File: config.mk
export PLATFORM = sky130hd
export DESIGN_NAME = bsg_bypass_fifo_2
export DESIGN_NICKNAME = d
export VERILOG_FILES = /design/src/rtl/bsg_bypass_fifo_pkg.sv /design/src/rtl/bsg_bypass_fifo_2_mem.sv /design/src/rtl/bsg_bypass_fifo_2.sv
export SDC_FILE = /design/constraint.sdc
export NUM_CORES = 1
export LEC_CHECK = 0
export ABC_AREA = 1
export ABC_CLOCK_PERIOD_IN_PS = 2100
export CAP_MARGIN = 10
export CORE_ASPECT_RATIO = 0.75
export CORE_MARGIN = 1
export CORE_UTILIZATION = 45
export CTS_CLUSTER_SIZE = 24
export DETAILED_ROUTE_END_ITERATION = 8
export GPL_TIMING_DRIVEN = 0
export PLACE_DENSITY_LB_ADDON = 0.25
export SLEW_MARGIN = 0
export SYNTH_ARGS = -nofsm -noshare
export SYNTH_HDL_FRONTEND = slang
export SYNTH_SLANG_ARGS = --single-unit
File: constraint.sdc
create_clock -name clk_i -period 2.1 [get_ports clk_i]
set_input_delay 0.525 -clock clk_i [delete_from_list [all_inputs] [get_ports clk_i]]
set_output_delay 0.525 -clock clk_i [all_outputs]
set_load 0.03 [all_outputs]
File: src/rtl/bsg_bypass_fifo_pkg.sv
// Shared types and constants for the two-entry bypass FIFO.
package bsg_bypass_fifo_pkg;

  localparam int unsigned els_lp = 2;

  typedef enum logic [1:0] {
    EMPTY = 2'd0,
    ONE   = 2'd1,
    FULL  = 2'd2
  } count_e;

endpackage

File: src/rtl/bsg_bypass_fifo_2_mem.sv
// Two-entry register file: one synchronous write port, one asynchronous read port, no reset.
module bsg_bypass_fifo_2_mem
  import bsg_bypass_fifo_pkg::*;
#(
  parameter int width_p = 16
) (
  input  logic               clk_i,
  input  logic               w_v_i,
  input  logic               w_addr_i,
  input  logic [width_p-1:0] w_data_i,
  input  logic               r_addr_i,
  output logic [width_p-1:0] r_data_o
);

  logic [width_p-1:0] mem_r [els_lp];

  always_ff @(posedge clk_i) begin
    if (w_v_i) mem_r[w_addr_i] <= w_data_i;
  end

  assign r_data_o = mem_r[r_addr_i];

endmodule

File: src/rtl/bsg_bypass_fifo_2.sv
// Two-entry FIFO with zero-latency bypass when empty; ready_o depends on state only.
module bsg_bypass_fifo_2
  import bsg_bypass_fifo_pkg::*;
#(
  parameter int width_p = 16
) (
  input  logic               clk_i,
  input  logic               reset_n_i,
  input  logic               v_i,
  input  logic [width_p-1:0] data_i,
  output logic               ready_o,
  output logic               v_o,
  output logic [width_p-1:0] data_o,
  input  logic               yumi_i
);

  count_e             count_r;
  logic               rd_ptr_r, wr_ptr_r;
  logic               enq, deq, bypass, we, rd;
  logic [width_p-1:0] head_data;

  assign ready_o = (count_r != FULL) & reset_n_i;
  assign v_o     = reset_n_i & ((count_r != EMPTY) | v_i);
  assign enq     = v_i & ready_o;
  // Gating with v_o keeps an illegal yumi_i from disturbing state.
  assign deq     = yumi_i & v_o;
  assign bypass  = (count_r == EMPTY) & enq & deq;
  assign we      = enq & ~bypass;
  assign rd      = deq & (count_r != EMPTY);
  assign data_o  = (count_r == EMPTY) ? data_i : head_data;

  bsg_bypass_fifo_2_mem #(.width_p(width_p)) mem (
    .clk_i    (clk_i),
    .w_v_i    (we),
    .w_addr_i (wr_ptr_r),
    .w_data_i (data_i),
    .r_addr_i (rd_ptr_r),
    .r_data_o (head_data)
  );

  always_ff @(posedge clk_i or negedge reset_n_i) begin
    if (!reset_n_i) begin
      count_r  <= EMPTY;
      rd_ptr_r <= 1'b0;
      wr_ptr_r <= 1'b0;
    end else begin
      if (we) wr_ptr_r <= ~wr_ptr_r;
      if (rd) rd_ptr_r <= ~rd_ptr_r;
      case (count_r)
        EMPTY: if (we) count_r <= ONE;
        ONE: begin
          if (enq & ~deq)      count_r <= FULL;
          else if (~enq & deq) count_r <= EMPTY;
        end
        FULL:    if (deq) count_r <= ONE;
        default: count_r <= EMPTY;
      endcase
    end
  end

  always_ff @(posedge clk_i) begin
    if (reset_n_i) begin
      assert (!(yumi_i && !v_o)) else $error("bsg_bypass_fifo_2: yumi_i asserted while v_o=0");
    end
  end

endmodule

# Yosys cells after proc, flatten, opt, wreduce, memory -nomap -nowiden
# Memory sizes are Yosys's and may differ from the RTL's.
# Cells that the tools add are included.
[word_totals]
ram_bits = 32
out_inout_bits = 18
word_cells = 37
memories = 1
in_bits = 20
register_bits = 4
[mem_list]
columns = ["name", "depth", "width", "rd", "rd_clocked_by_memory_dff", "write_ports", "line", "source"]
rows = [
  ["mem.mem_r", 2, 16, 1, 0, 1, "bsg_bypass_fifo_2_mem.sv:15", "logic [width_p-1:0] mem_r [els_lp];"],
]
[classes]
n_eq_ne = 6
n_mux = 8
n_bitwise = 16
n_reduce_logical = 3
[op_table]
columns = ["op", "count"]
rows = [
  ["two-way mux 16 bit", 1],
  ["bitwise AND 1 bit", 10],
  ["two-way mux 2 bit", 4],
  ["one-hot mux 2 bit (3 select lines)", 1],
  ["NOT 1 bit", 5],
  ["!= test 2 bit, second input constant", 2],
  ["!= test 3 bit, second input constant", 1],
  ["AND reduction 3 bit", 1],
  ["== test 2 x 1 -> 1 bit, second input constant", 1],
  ["== test 2 bit, second input constant", 1],
  ["zero test 2 bit", 1],
  ["two-way mux 1 bit", 2],
  ["!= test 2 x 1 -> 1 bit, second input constant", 1],
  ["nonzero test 2 bit", 1],
  ["OR 1 bit", 1],
]

# Logic depth before layout (Yosys ltp)
[depth]
depth_word = 9
ltp_mapped = 8
depth_no_buf = 8

# By module
# From an unflattened synthesis, not the netlist that was laid out.
[unflattened]
hier_cells = 174
hier_area_um2 = 1682.9
[by_module_without_submodules]
columns = ["module", "area_each_um2", "cells_each", "instances", "seq_area_each_um2"]
rows = [
  ["bsg_bypass_fifo_2_mem", 1219.9, 88, 1, 960.9],
  ["bsg_bypass_fifo_2", 462.9, 86, 1, 100.1],
]

# Worst setup path after synthesis
# OpenSTA, ideal clock, no wires.
[synth_timing]
path_kind = "register -> register"
start = "reg count_r[1]"
end = "mem mem.mem_r[1][0], enable pin"
setup_time_ns = 0.388
synth_period_minus_slack_ns = 1.904
t_arrival_ns = 1.516
required_time_ns = 1.712
setup_slack_ns = 0.196
stages_incl_launch_ff = 6
n_path_buf = 0
path_cell_list = "dfrtp_1 > nor2_4 > nand2_2 > nand3_2 > o21ai_2 > nor2_1"
[synth_between]
elab_chain_len = 9
elab_cells_between_ends = 14
cone_classes = "eq/ne: 1; mux: 2; bitwise: 9; reduce/logical: 2"
[synth_rtl]
columns = ["element", "line", "source"]
rows = [
  ["start: declaration", "bsg_bypass_fifo_2.sv:17", "count_e count_r;"],
  ["start signal: assignment", "bsg_bypass_fifo_2.sv:43", "count_r <= EMPTY;"],
  ["start signal: assignment", "bsg_bypass_fifo_2.sv:50", "EMPTY: if (we) count_r <= ONE;"],
  ["start signal: assignment", "bsg_bypass_fifo_2.sv:52", "if (enq & ~deq) count_r <= FULL;"],
  ["!= test 2 bit / nonzero test 2 bit (equally long branches)", "bsg_bypass_fifo_2.sv:22, bsg_bypass_fifo_2.sv:23", ""],
  ["bitwise AND 1 bit / OR 1 bit (equally long branches)", "bsg_bypass_fifo_2.sv:22, bsg_bypass_fifo_2.sv:23", ""],
  ["bitwise AND 1 bit (on tied branches)", "bsg_bypass_fifo_2.sv:24, bsg_bypass_fifo_2.sv:23", ""],
  ["bitwise AND 1 bit (on tied branches)", "bsg_bypass_fifo_2.sv:27, bsg_bypass_fifo_2.sv:26", ""],
  ["bitwise AND 1 bit", "bsg_bypass_fifo_2.sv:27", "assign bypass = (count_r == EMPTY) & enq & deq;"],
  ["NOT 1 bit", "bsg_bypass_fifo_2.sv:28", "assign we = enq & ~bypass;"],
  ["bitwise AND 1 bit (*)", "bsg_bypass_fifo_2.sv:28", ""],
  ["two-way mux 1 bit (*)", "bsg_bypass_fifo_2_mem.sv:18", "if (w_v_i) mem_r[w_addr_i] <= w_data_i;"],
  ["two-way mux 1 bit (implied by the code) (*)", "bsg_bypass_fifo_2_mem.sv:18", ""],
  ["end: declaration", "bsg_bypass_fifo_2_mem.sv:15", ""],
]
# Mark *: on every way between the ends. The rest lies on a longest branch, timed or not.

# Worst setup path in the final report
[layout_timing]
start = "in v_i"
end = "out v_o"
[layout_between]
elab_chain_len = 2
[layout_rtl]
columns = ["element", "line", "source"]
rows = [
  ["start: declaration", "bsg_bypass_fifo_2.sv:9", "input logic v_i,"],
  ["OR 1 bit", "bsg_bypass_fifo_2.sv:23", "assign v_o = reset_n_i & ((count_r != EMPTY) | v_i);"],
  ["bitwise AND 1 bit", "bsg_bypass_fifo_2.sv:23", ""],
  ["end: declaration", "bsg_bypass_fifo_2.sv:12", "output logic v_o,"],
]
# Every way passes these cells.

==> flow_summary.yaml <==
finish:
  final_nets: 224
  synthToLayoutAreaGrowth_pct: 32.3
  n_antenna_cell: 0
  drive_above_1_share: 0.215
  fin_area_um2: 2110
placement:
  portBuffers: 37
  gp_congestion: 0.744
  dp_hpwl_um: 2260
  place_area_um2: 2030
  dp_slack_ns: -0.701
power:
  vdd_drop_max_mv: 0.726
  power_frac_seq: 0.316
  finalPower_mw: 3.06
  power.density_nw_per_um2: 1450
  p_leak_nw: 0.892
  p_sw_mw: 1.37
  internal_power_mw: 1.69
  sw_frac_of_total: 0.448
  combPwrFrac: 0.529
  pwr-share-clk: 0.155
drt:
  drc_errors: 4
  routed_wl_um: 3430
  vias: 1241
  vias_per_cell: 5.07
  drtIter0Drc: 143
  wl_per_cell_um: 14.0
  drt_pass1_iterations: 6
  ant_nets: 0
setup_path:
  crit_buf_inv: 3
  crit_family: "buffers and inverters"
  required_ns: 1.57
  crit_slowest_cell: "clkdlybuf4s50_1"
  startpoint_type: "primary input"
  worstPathArrival_ns: 1.49
  critPathMaxFanout: 2
  max_stage_delay_ns: 0.49
  endpoint_kind: "output port"
  crit_chain: "clkdlybuf4s50_1, inv_1, a21oi_1, buf_2"
  worstSetupPathType: "in -> out"
flow_run:
  maxCapViolations: 0
global_route:
  grt_pass1_wl_um: 5380
  grt_util_all_layers: 0.197
  antenna_found_initial: 0
  grt_max_degree: 17
  grt_pass1_vias: 1123
  grt.overflow.total: 0
floorplan:
  initial_core_util: 0.479
  io_pins: 38
  row_count: 18
  coreArea_um2: 3330
  fp.dieW_um: 70.8
  die_y_um: 53.6
  die_area_um2: 3790
timing:
  fin_ws_ns: 0.0816
  skew_ns: 0.00581
  setup_viol: 0
  min_period_over_period: 0.961
  rsz0062_at_grt: "yes"
  fin_crit_ns: 2.02
  slew_viol_final: 0
  relSlewSlack: 0.805
  tightest_slew_ns: 0.293
  fmax_mhz: 495
  finalHoldViolations: 0
clock_tree:
  clockBufferDepth: 2
  htree_levels: 2
  cts-root-buf: "clkbuf_8"
  cts.sink_count: 36
  clk_pin_slew_worst_paths_ns: 0.07
  numCtsBuffers: 5
  postCtsHoldBufs: 0
  clk_latency_ns: 0.29
  cts_tree: "done"
min_path:
  min-delay-path-class: "in -> async"
synth:
  synth_top_area_cell: "edfxtp_1"
  synth_area_leaders: "edfxtp_1 (60%), o21ai_0 (9.7%), nand2_1 (9.6%), dfrtp_1 (6.3%), inv_1 (5.9%)"
  netlist_instances: 155
  yosysWarningCount: 0
  synth_top_cells_by_count: "nand2_1 (41), edfxtp_1 (32), o21ai_0 (31)"
  synth-edff-count: 32
  yosys.area.top_type_share: 0.602
  async_reset_ff_frac: 0.111
  synth-seq-area-share: 0.665
  ys_ff_latch: 36
  ys_types: 19
  ys_dominant_reg_cell: "edfxtp_1"
  netlist_area_um2: 1600
  syn_nets: 175
  yosysMostFrequentCell: "nand2_1"
  avgSynthCellArea_um2: 10.3
run_status:
  violations: "design-rule violations"
  status: "complete, but fails checks"
-- worst paths after layout --
kind | startpoint | to | slack [ns] | cells past startpoint
max | v_i | v_o | 0.08 | 4
min | reset_n_i | count_r[0] | 0.07 | 1
max reg2reg | count_r[1] | mem.mem_r[1][14] | 0.29 | 7
min reg2reg | wr_ptr_r | wr_ptr_r | 0.49 | 2
max in group asynchronous | reset_n_i | rd_ptr_r | 1.84 | 1
min in group clk_i | wr_ptr_r | wr_ptr_r | 0.49 | 2
-- power by group through the flow --
| stage | sequential (mW) | clock [mW] | combinational [mW] |
|---|---|---|---|
| 3_5_place_dp | 0.980 | 0 | 1.65 |
| 4_1_cts | 0.965 | 0.482 | 1.49 |
| 6_report | 0.967 | 0.475 | 1.62 |
| 5_1_grt | 0.977 | 0.525 | 1.75 |
| 2_1_floorplan | 0.966 | 0 | 1.01 |
| 3_3_place_gp | 0.976 | 0 | 1.62 |
-- cell families after synthesis --
family / synth area share
AND/OR/NAND/NOR: 0.132
flip-flops: 0.665
AO/OA/AOI/OAI: 0.112
buffers and inverters: 0.0800
XOR/XNOR: 0.0110
-- layout by cell type, fill, tap and decap left out, drive strengths merged --
master,count
a21oi,2
buf,23
clkbuf,12
clkdlybuf4s50,18
clkinv,1
clkinvlp,2
dfrtp,4
dlygate4sd2,1
edfxtp,32
inv,25
nand2,43
nand3,2
nand4,1
nor2,4
o21ai,33
xnor2,1
xor2,1
-- routing by layer --
metal | global-route usage | vias up | share of wire
li1 | - | 612 | -
met2 | 0.316 | 50 | 0.49
met3 | 0.0674 | 2 | 0.071
met1 | 0.260 | 577 | 0.44
met5 | 0 | - | 0
met4 | 0.0567 | 0 | 0.0035
-- sequential cells by signal, summed over array words and instances (netlist names) --
signal / count
mem.mem_r: 32
rd_ptr_r: 1
count_r: 2
wr_ptr_r: 1
-- final cells by class --
type / instances / area (um^2)
clock inverters: 2 / 11.3
repair buffers: 42 / 354
flip-flops and latches: 36 / 1060
plain buffers: 6 / 45.0
fillers: 288 / 1220
clock buffers: 6 / 72.6
multi-input cells: 87 / 414
inverters: 26 / 101
well taps: 40 / 50.0
-- repair_timing --
action	CTS	global route
buffers inserted	1	2
pin swaps	1	1
endpoints found under the hold margin	0	0
resized for setup	105	21
setup endpoints to repair	50	38
-- per-stage QoR --
step	cells	utilization	TNS, ns	hold WS, ns
finish	245	0.633	0	0.0662
global route	245	0.633	-0.0257	0.0554
CTS	243	0.616	0	0.200
detailed placement	234	0.609	-21.80	0.469
global placement	232	0.605	-26.29	0.462
floorplan	155	-	0	0.229
(Power assumes the default switching activity.)
